[src/rtl/config_loader_pkg.sv]
// Shared types and defaults for the configuration latch-bank loader.
package config_loader_pkg;

    localparam int DEF_WORD_W    = 32;
    localparam int DEF_NUM_WORDS = 18;
    localparam int DEF_IDX_W     = 5;

    typedef enum logic [2:0] {
        IDLE,
        FETCH,
        SETUP,
        STROBE,
        HOLD,
        CHK
    } state_t;

    // True when an idx_w-bit counter can address every bank (2^idx_w > num_words).
    function automatic bit idx_w_fits(input int idx_w, input int num_words);
        return idx_w >= $clog2(num_words + 1);
    endfunction

endpackage

[src/rtl/config_en_decoder.sv]
// Index-to-one-hot latch-enable decoder, gated by a strobe; registered by the parent.
module config_en_decoder #(
    parameter int NUM_WORDS = 18,
    parameter int IDX_W     = 5
) (
    input  logic [IDX_W-1:0]     idx,
    input  logic                 strobe,
    output logic [NUM_WORDS-1:0] en
);

    always_comb begin
        en = '0;
        for (int i = 0; i < NUM_WORDS; i++) begin
            en[i] = strobe && (idx == IDX_W'(i));
        end
    end

endmodule

[src/rtl/config_loader.sv]
// Streams config words onto a stable bus and pulses one latch enable per word
// (FETCH/SETUP/STROBE/HOLD). Optional trailing checksum word: CFG_LOADER_CHECKSUM_EN.
module config_loader
    import config_loader_pkg::*;
#(
    parameter int WORD_W    = DEF_WORD_W,
    parameter int NUM_WORDS = DEF_NUM_WORDS,
    parameter int IDX_W     = DEF_IDX_W
) (
    input  logic                 clk,
    input  logic                 reset,
    input  logic                 io_start,
    input  logic                 io_in_valid,
    output logic                 io_in_ready,
    input  logic [WORD_W-1:0]    io_in_data,
    output logic [WORD_W-1:0]    io_d_out,
    output logic [NUM_WORDS-1:0] io_configs_en,
    output logic                 io_busy,
    output logic                 io_done,
`ifdef CFG_LOADER_CHECKSUM_EN
    output logic                 io_cfg_err,
`endif
    output logic [IDX_W-1:0]     io_word_idx
);

    if (!idx_w_fits(IDX_W, NUM_WORDS)) begin : g_bad_idx_w
        $error("config_loader: IDX_W too small for NUM_WORDS");
    end

    localparam logic [IDX_W-1:0] LAST_IDX = IDX_W'(NUM_WORDS - 1);

    state_t                 state, state_nxt;
    logic                   ready_nxt, busy_nxt, done_nxt, load_word;
    logic [IDX_W-1:0]       idx_nxt;
    logic [NUM_WORDS-1:0]   en_dec;

`ifdef CFG_LOADER_CHECKSUM_EN
    logic                   chk_word, start_accept;
    logic [WORD_W-1:0]      run_xor;
`endif

    // Enable is computed from SETUP so the registered pulse lands exactly in STROBE.
    config_en_decoder #(
        .NUM_WORDS (NUM_WORDS),
        .IDX_W     (IDX_W)
    ) u_en_dec (
        .idx    (io_word_idx),
        .strobe (state == SETUP),
        .en     (en_dec)
    );

    always_comb begin
        state_nxt = state;
        ready_nxt = 1'b0;
        busy_nxt  = io_busy;
        done_nxt  = 1'b0;
        idx_nxt   = io_word_idx;
        load_word = 1'b0;
`ifdef CFG_LOADER_CHECKSUM_EN
        chk_word  = 1'b0;
`endif
        case (state)
            IDLE: begin
                if (io_start) begin
                    state_nxt = FETCH;
                    ready_nxt = 1'b1;
                    busy_nxt  = 1'b1;
                    idx_nxt   = '0;
                end
            end
            FETCH: begin
                if (io_in_valid && io_in_ready) begin
                    state_nxt = SETUP;
                    load_word = 1'b1;
                end else begin
                    ready_nxt = 1'b1;
                end
            end
            SETUP:  state_nxt = STROBE;
            STROBE: state_nxt = HOLD;
            HOLD: begin
                if (io_word_idx == LAST_IDX) begin
`ifdef CFG_LOADER_CHECKSUM_EN
                    state_nxt = CHK;
                    ready_nxt = 1'b1;
`else
                    state_nxt = IDLE;
                    done_nxt  = 1'b1;
                    busy_nxt  = 1'b0;
`endif
                end else begin
                    state_nxt = FETCH;
                    ready_nxt = 1'b1;
                    idx_nxt   = io_word_idx + 1'b1;
                end
            end
`ifdef CFG_LOADER_CHECKSUM_EN
            CHK: begin
                if (io_in_valid && io_in_ready) begin
                    state_nxt = IDLE;
                    done_nxt  = 1'b1;
                    busy_nxt  = 1'b0;
                    chk_word  = 1'b1;
                end else begin
                    ready_nxt = 1'b1;
                end
            end
`endif
            default: state_nxt = IDLE;
        endcase
    end

    always_ff @(posedge clk) begin
        if (reset) begin
            state         <= IDLE;
            io_in_ready   <= 1'b0;
            io_busy       <= 1'b0;
            io_done       <= 1'b0;
            io_word_idx   <= '0;
            io_configs_en <= '0;
            io_d_out      <= '0;
        end else begin
            state         <= state_nxt;
            io_in_ready   <= ready_nxt;
            io_busy       <= busy_nxt;
            io_done       <= done_nxt;
            io_word_idx   <= idx_nxt;
            io_configs_en <= en_dec;
            if (load_word) begin
                io_d_out <= io_in_data;
            end
        end
    end

`ifdef CFG_LOADER_CHECKSUM_EN
    assign start_accept = (state == IDLE) && io_start;

    // Running XOR restarts with each load; no reset needed since start clears it.
    always_ff @(posedge clk) begin
        if (start_accept) begin
            run_xor <= '0;
        end else if (load_word) begin
            run_xor <= run_xor ^ io_in_data;
        end
    end

    always_ff @(posedge clk) begin
        if (reset) begin
            io_cfg_err <= 1'b0;
        end else if (start_accept) begin
            io_cfg_err <= 1'b0;
        end else if (chk_word) begin
            io_cfg_err <= (io_in_data != run_xor);
        end
    end
`endif

endmodule
[config.mk]
export PLATFORM = sky130hd
export DESIGN_NAME = config_loader
export DESIGN_NICKNAME = d
export VERILOG_FILES = /design/src/rtl/config_loader_pkg.sv /design/src/rtl/config_en_decoder.sv /design/src/rtl/config_loader.sv
export SDC_FILE = /design/constraint.sdc
export NUM_CORES = 1
export LEC_CHECK = 0
export ABC_AREA = 1
export CORE_UTILIZATION = 47
export CTS_CLUSTER_SIZE = 28
export DETAILED_ROUTE_END_ITERATION = 12
export GPL_TIMING_DRIVEN = 0
export PLACE_DENSITY = 0.86
export RECOVER_POWER = 100
export SYNTH_ARGS = -nofsm -noshare
export SYNTH_HDL_FRONTEND = slang
export SYNTH_HIERARCHICAL = 1
export SYNTH_SLANG_ARGS = --single-unit
[constraint.sdc]
create_clock -name clk -period 2.1 [get_ports clk]
set_input_delay 0.315 -clock clk [delete_from_list [all_inputs] [get_ports clk]]
set_output_delay 0.315 -clock clk [all_outputs]
set_load 0.03 [all_outputs]
==> results of run 1 <==
==> state kept, by name (all words and copies together), names as in the netlist <==
name           count
io_d_out          32
state              3
io_done            1
io_in_ready        1
io_configs_en     18
io_busy            1
io_word_idx        5
==> per-stage QoR <==
step / power, mW / utilization (%) / cell area [sq um] / hold slack (ns)
after floorplan: 1.75 / - / 2490 / 0.442
after global placement: 2.01 / 68.6 / 3500 / 0.452
after detailed placement: 2.03 / 68.6 / 3500 / 0.457
after CTS: 2.91 / 71.9 / 3670 / 0.470
after global routing: 2.94 / 69.9 / 3570 / 0.477
final: 2.82 / 70.0 / 3570 / 0.450
==> report_power, final <==
part	switching, mW	internal [mW]
clock network	0.410	0.475
logic	0.386	0.252
registers	0.0582	1.24
==> layout make-up <==
class	count	area, sq um	share of cell area [%]
flip-flops and latches	61	1220	34.2
multi-input cells	205	950	26.6
repair buffers	93	931	26.0
clock buffers	12	155	4.34
inverters	37	141	3.96
well taps	70	87.6	2.45
plain buffers	13	76.3	2.14
clock inverters	2	10.0	0.280
diodes	1	2.50	0.0700
==> worst max path at each step <==
stage / start / endpoint / slack, ns / depth (start not counted)
after floorplan: io_word_idx[0]$_SDFFE_PP0P_ / io_busy$_SDFFE_PP0P_ / 0.65 / 5
after global placement: reset / io_done$_SDFF_PP0_ / 0.44 / 4
after detailed placement: reset / io_configs_en[0]$_SDFF_PP0_ / 0.43 / 4
after CTS: io_word_idx[1]$_SDFFE_PP0P_ / io_word_idx[1] / 0.15 / 1
after global routing: io_word_idx[3]$_SDFFE_PP0P_ / io_word_idx[3] / 0.06 / 1
final: io_word_idx[3]$_SDFFE_PP0P_ / io_word_idx[3] / 0.10 / 1
==> kinds of logic after synthesis <==
| group | synth area share, % |
|---|---|
| AND/OR/NAND/NOR | 31.3 |
| buffers and inverters | 9.61 |
| AO/OA/AOI/OAI | 9.01 |
| flip-flops | 49.1 |
| adder cells (fa/ha/maj) | 1.01 |
==> routing by layer <==
metal  wire length (um)  vias up  track usage [%]
li1                   -     1195                -
met1               2480     1058             24.5
met2               2850       73             34.0
met3                305       16             5.35
met4                178        0             14.9
met5                  0        -                0
==> cell usage in the layout, fill, tap and decap left out, types with 2 or more instances in the layout <==
cell             count
nor2_2              19
clkbuf_8            11
clkinv_2             2
dlygate4sd3_1       59
o21bai_1             2
nand3_1              9
nand2_1             29
clkbuf_2             3
nand4_1              3
o21ai_0              2
nor2_1              95
clkbuf_1             6
clkdlybuf4s50_1     34
inv_2                2
o21ai_1             30
inv_1               34
buf_6                3
dfxtp_1             61
ha_1                 2
a21oi_1              5
==> summary.md, run 1 <==
The share of async-settable or async-resettable flops after synthesis came out at 0%. The biggest cell delay along the critical path was 0.80 ns. Entering global routing, the biggest net connects 12 pins. The synthesized design contains 0 enable-type register cells. The signal on the critical path passes through dlygate4sd3_1. The flow ran to the end, and the final reports show no timing, DRC or antenna violations. Global routing finished with a remaining overflow of 0.

Dividing total power by cell area gives a power density of 789 nW/um^2. For this run, the top clock speed supported by timing is 501 MHz. The internal reg-to-reg setup slack was 0.31 ns; the maximum fanout count along the critical path was 11. The logs give 91 for the iteration-0 DRC count of the detailed router and 0.573 mV for the highest ir drop seen on vdd. The number of hold violations in the final report is 0, and the number of I/O port buffers is 93.

The largest individual stage delay along the critical path comes from the cell dlygate4sd3_1. Clock latency on the worst-skew pair, taken at its later pin, is 0.33 ns. The logs give 2342 for the via count and 3 for the number of H-tree levels.

The family with the most delay on the worst path was buffers and inverters. For the number of antenna violations at the first check in global routing, the log shows 0. Height of the die: 74.7 um.

The number of filler cells placed in the layout was 446; the count of cells along the worst register-to-register path was 7. At the worst endpoint, the required time is 1.78 ns. The placement-stage worst setup slack is 0.427 ns, and the final period demand of the worst path is 2.00 ns.

The tools report the worst setup skew after layout as 0.00477 ns. The number of cells traversed by the worst hold path works out to 1. The number of violations of the max-capacitance limit was 0. The post-synthesis cell type with the largest combined area is dfxtp_1.

In this run, synthesis produced a sequential element count of 61. The number of slew-limit violations in the final report is 0, and the die span in x is 74.7 um. The path with the worst hold slack has its endpoint at state[2]$_SDFFE_PP0P_. The number of placed instances, taps included, is 479. The first-pass GRT wire length was 8.78 mm. The Yosys step of the flow raised 6 warnings. The detail route stage leaves a number of antenna-violating nets equal to 0. The run gives 4.31 mm as the post-DP HPWL. The count of distinct cell types in the synthesized netlist came out at 31.

At the worst endpoint, the arrival time is 1.68 ns. Among all cell types in the netlist, the one instantiated most often is nor2_1. The number of buffers and inverters on the critical path was 1. For the area of the mapped netlist, the log shows 2490 sq um.

At the pin with the least slew margin, the transition time is 0.611 ns. The die covers 5580 sq um. After routing, the total negative slack on setup checks comes to 0 ns. The detail-routed net length per standard cell works out to 11.8 um. The number of clock buffers added by TritonCTS is 9. Among all flip-flop cells after synthesis, the most frequent one is dfxtp_1.

The net count of the finished layout is 458. Setup repair after global routing left no endpoint under its margin. The slack of the critical path was 0.103 ns. The endpoint identified for the worst register-to-register timing path is io_d_out[8]$_SDFFE_PP0P_. The sequential area share after synthesis was 49.1%. The library cell used as clock root buffer is clkbuf_8. The standby leakage power was 1.64 nW; the maximum clock path buffer count was 2.

Once the clock tree was built, the setup fixing pass inserted 0 buffers. Once the floorplan was initialized, standard cells occupied 48.7% of the core. Weighted congestion reported at the end of routability-driven placement: 0.850. The portion of the clock cycle consumed by the worst path in the final layout came out at 95.1%. In the final layout, the share of cells above drive strength 1 is 10.6%. Relative to the synthesized area, the layout overhead comes to 43.8%. The ratio of routed vias to standard cells works out to 4.74.

For the number of global-route vias before repair, the log shows 2031. The final layout contains routed wiring with a total length of 5.81 mm. For the number of rows created at floorplan, the log shows 26.

The number of gates resized after CTS was 0. Startpoint of the most critical register-to-register path: state[2]$_SDFFE_PP0P_. The pre-antenna-repair detailed-routing pass consisted of 4 iterations.

TritonCTS built the clock tree. Synthesis handed over a netlist of 316 instances. The worst setup path is captured at a primary output. In the synthesized netlist, the cells that appear most often are nor2_1, dfxtp_1, inv_1, nor2_2, o21ai_1.

By startpoint and endpoint, the worst setup path is classified as reg2out. The number of top-level pins was 94. Start point of the worst min-delay path: state[2]$_SDFFE_PP0P_.

Global routing consumed, over all layers together, 21.1% of the routing resources. The run gives 5110 sq um as the standard cell core area. The classification of the worst-slack hold path is reg2reg. The number of nets in the synthesized netlist is 354. CTS saw 61 sinks.

The final-report setup violation count came out at 0. The average instance in the mapped netlist occupies 7.87 sq um. The logs give 0 for the number of DRC violations after detailed routing and 0 for the post-cts hold buffer count. The relative max-transition margin is 59.1%. Clock-pin slew was measured on the worst setup and hold paths at 0.06 ns.

In the post-synthesis netlist, the biggest area contributors are dfxtp_1, nor2_1, nor2_2, o21ai_1, inv_1. Summed over its instances, the top area cell type makes up 49.1% of the synthesized netlist area. STA classifies the critical path startpoint as a flop. For the number of non-filler instances in the completed layout, the log shows 494.
(Power assumes the default switching activity.)
==> run 2, diff against run 1 <==
--- a/config.mk
+++ b/config.mk
@@ -6,6 +6,7 @@
 export NUM_CORES = 1
 export LEC_CHECK = 0
 export ABC_AREA = 1
+export CORE_MARGIN = 3
 export CORE_UTILIZATION = 47
 export CTS_CLUSTER_SIZE = 28
 export DETAILED_ROUTE_END_ITERATION = 12
==> run 2 against run 1 <==
Wire length up 3.5%. Hold slack better by 0.019 ns. Power is 1.4% higher. Maximum frequency increased by 1.3%. Critical path type unchanged. Cell area grew 0.17%. Count of clock-buffer cells in the layout fell by 2. Largest power group unchanged. First-iteration DRC count down 29%. Critical path depth is the same. Final cell count fell by 1.0%. Worst setup slack better by 0.025 ns. Global-route usage shrank 0.63 points. Largest cell class unchanged.
==> summary.md, run 2 (synthesized netlist as in run 1, its figures left out) <==
Setup repair after global routing left no endpoint under its margin. The clock transition at the registers of the reported paths is 0.06 ns (about the same). The via count was 2280 (-2.6%). The signal on the critical path passes through dlygate4sd3_1. The number of buffers created by CTS came out at 9 (unchanged). The number of H-tree levels was 3 (unchanged); the count of cells along the worst register-to-register path was 7 (unchanged). The standby leakage power is 1.64 nW (about the same).

The fraction of power consumed by combinational cells was 22.4% (-0.2 points). The share of post-route cells with drive strength above 1 is 10.9% (+0.26 points). Data arrival time of the critical path: 1.66 ns (-0.02 ns). The number of slew-limit violations in the final report came out at 0 (unchanged). For the post-cts hold buffer count, the log shows 0 (unchanged). io_d_out holds more flip-flops than any other register. The global routing usage on met1 was 25.0% (+0.53 points); the number of hold violations in the final report was 0 (unchanged). The tools report the global routing met2 resource utilization as 33.7% (-0.33 points). The library cells used most frequently in the layout, excluding fill and tap cells, are nor2_1, dfxtp_1, dlygate4sd3_1. The die span in x works out to 78.7 um (+5.4%). The biggest cell delay along the critical path is 0.80 ns (about the same).

The weighted congestion reported at the end of routability-driven placement was 0.828 (-2.5%). The run gives 25 (-3.8%) as the number of rows created at floorplan. The run gives 0 (unchanged) as the final-report setup violation count. The run gives 12 (unchanged) as the largest net degree at the start of global routing. The maximum clock path buffer count was 2 (unchanged); the highest ir drop seen on vdd was 0.649 mV (+13%). In this run the worst hold path is classified as reg2reg.

The logs give 458 (unchanged) for the number of nets in the layout and 1.78 ns (about the same) for the required time reported for the critical path endpoint. The post-layout total power came out at 2.86 mW (+1.4%). The ratio of routed vias to standard cells was 4.66 (-1.7%). The overall overflow remaining after global route is 0 (unchanged), and the initial standard-cell utilization of the core is 50.6% (+1.9 points). From synthesis to final layout, the design area changed by 44.0%. The switching power came out at 841 uW (-1.5%). The largest registers in the layout are io_d_out x32, io_configs_en x18, io_word_idx x5. The fraction of power spent switching nets works out to 29.4% (-0.87 points).

The tools report the relative contribution of the clock network to total power as 32.2% (+0.8 points). Flip-flop count of the largest register, all copies and words added: 32 (unchanged). The logs give 0.470 ns (+0.0194 ns) for the worst hold slack and 4.60 mm (+6.8%) for the post-DP HPWL.

The number of global-route vias before repair is 2123 (+4.5%). Number of cells traversed by the worst hold path: 2 (+1). The quantity of gates resized following cts was 0 (unchanged); the number of antenna violations at the first check in global routing was 0 (unchanged). The maximum fanout count along the critical path is 10 (-1).

The number of violations of the max-capacitance limit is 0 (unchanged). Number of I/O port buffers: 93 (unchanged). The startpoint-to-endpoint class of the critical path was reg2out. Layer with the highest usage: met2.

The relative max-transition margin is 59.9% (+0.77 points), and the wire length reported by the detailed router is 6.01 mm (+3.5%). The number of top-level pins came out at 94 (unchanged). The run gives 4.65% (-0.71 points) as the met3 track demand over resource in global routing.

The family with the most delay on the worst path is buffers and inverters. The number of logic stages on the critical path including buffering works out to 1 (unchanged). The endpoint class of the critical path was a primary output. The global-route usage over all layers was 20.4% (-0.63 points). Number of nets still failing antenna checks after routing: 0 (unchanged). The iteration-0 DRC count of the detailed router came out at 65 (-29%). The master of the slowest instance on the critical path was dlygate4sd3_1. For the aggregate negative setup slack, the log shows 0 ns (unchanged). The iteration count of the initial detailed-routing pass is 4 (unchanged), and the number of DRC violations after detailed routing is 0 (unchanged). The launching element type of the critical path was a flop. TritonCTS built the clock tree. Portion of the clock cycle consumed by the worst path in the final layout: 93.9% (-1.2 points). The number of post-CTS setup repair buffers was 0 (unchanged); the first-pass GRT wire length was 9.90 mm (+13%).

Commonest non-fill, non-tap cell in the layout: nor2_1. The height of the die works out to 78.7 um (+5.4%). For the count of clock tree sinks, the log shows 61 (unchanged). The tools report the cell-internal power as 2.02 mW (+2.7%). The power density over cell area works out to 799 nW/um^2 (+1.2%). The run gives 4910 sq um (-3.8%) as the standard cell core area. The final period demand of the worst path was 1.97 ns (-0.0254 ns).

Clock latency on the worst-skew pair: 0.33 ns (about the same). Number of buffers and inverters on the critical path: 1 (unchanged). The logs give 0.0108 ns (+0.00605 ns) for the worst setup skew after layout and 45.4% (-0.6 points) for the sequential cell fraction of total power. The detail-routed net length per standard cell works out to 12.3 um (+4.5%). The actual slew at the worst max-slew pin came out at 0.600 ns (-0.0115 ns). The run finished with clean final reports. The logs give 6200 sq um (+11%) for the die area and 507 MHz (+1.3%) for the fmax. The final antenna diode count came out at 0 (-1). Library cell used as clock root buffer: clkbuf_8.
## run 2: changes by cell type in the layout (fill, tap and decap cells not counted), sizes merged
cell,before,now
clkbuf,20,18
bufinv,0,1
diode,1,0
## run 2: power by group through the flow
stage                     clock (mW)  combinational [mW]  sequential (mW)
after global routing            1.00               0.701             1.31
after global placement             0               0.687             1.32
after CTS                      0.946               0.702             1.30
after detailed placement           0               0.700             1.33
after floorplan                    0               0.299             1.45
final                          0.921               0.640             1.30
## run 2: final timing paths
kind	to	slack, ns	start
worst max-delay path	io_word_idx[1]	0.13	io_word_idx[1]$_SDFFE_PP0P_
worst min-delay path	io_busy$_SDFFE_PP0P_	0.47	io_busy$_SDFFE_PP0P_
worst max register to register	io_d_out[13]$_SDFFE_PP0P_	0.29	state[2]$_SDFFE_PP0P_
worst min register to register	io_busy$_SDFFE_PP0P_	0.47	io_busy$_SDFFE_PP0P_
## run 2: layout make-up
cell class,instances,area (sq um)
multi-input combinational,205,960
buffer,13,76.3
clock inverter,3,40.0
tap,67,83.8
sequential,61,1220
inverter,37,141
timing repair buffer,93,931
clock buffer,10,128
fill,415,1330
## run 2: routing by layer
metal	vias to the layer above	part of all wire, %
met1	1008	43
met5	-	0
met3	15	5.2
met2	71	49
li1	1186	-
met4	0	2.7
## run 2: per-stage QoR
step	instances	util, %	cell area, sq um	setup WS [ns]
final	489	72.9	3580	0.128
after global routing	489	72.9	3580	0.0661
after CTS	489	74.7	3670	0.159
after detailed placement	476	71.3	3500	0.444
after global placement	476	71.3	3500	0.447
after floorplan	316	-	2490	0.646
## run 2: worst register-to-register path, stage by stage, from the launching register on
cell and delay, ns:
dfxtp_1 0.33, inv_1 0.24, nand3_4 0.10, nor2_1 0.48, inv_4 0.09, clkbuf_2 0.23, nor2_1 0.17, nor2_1 0.07
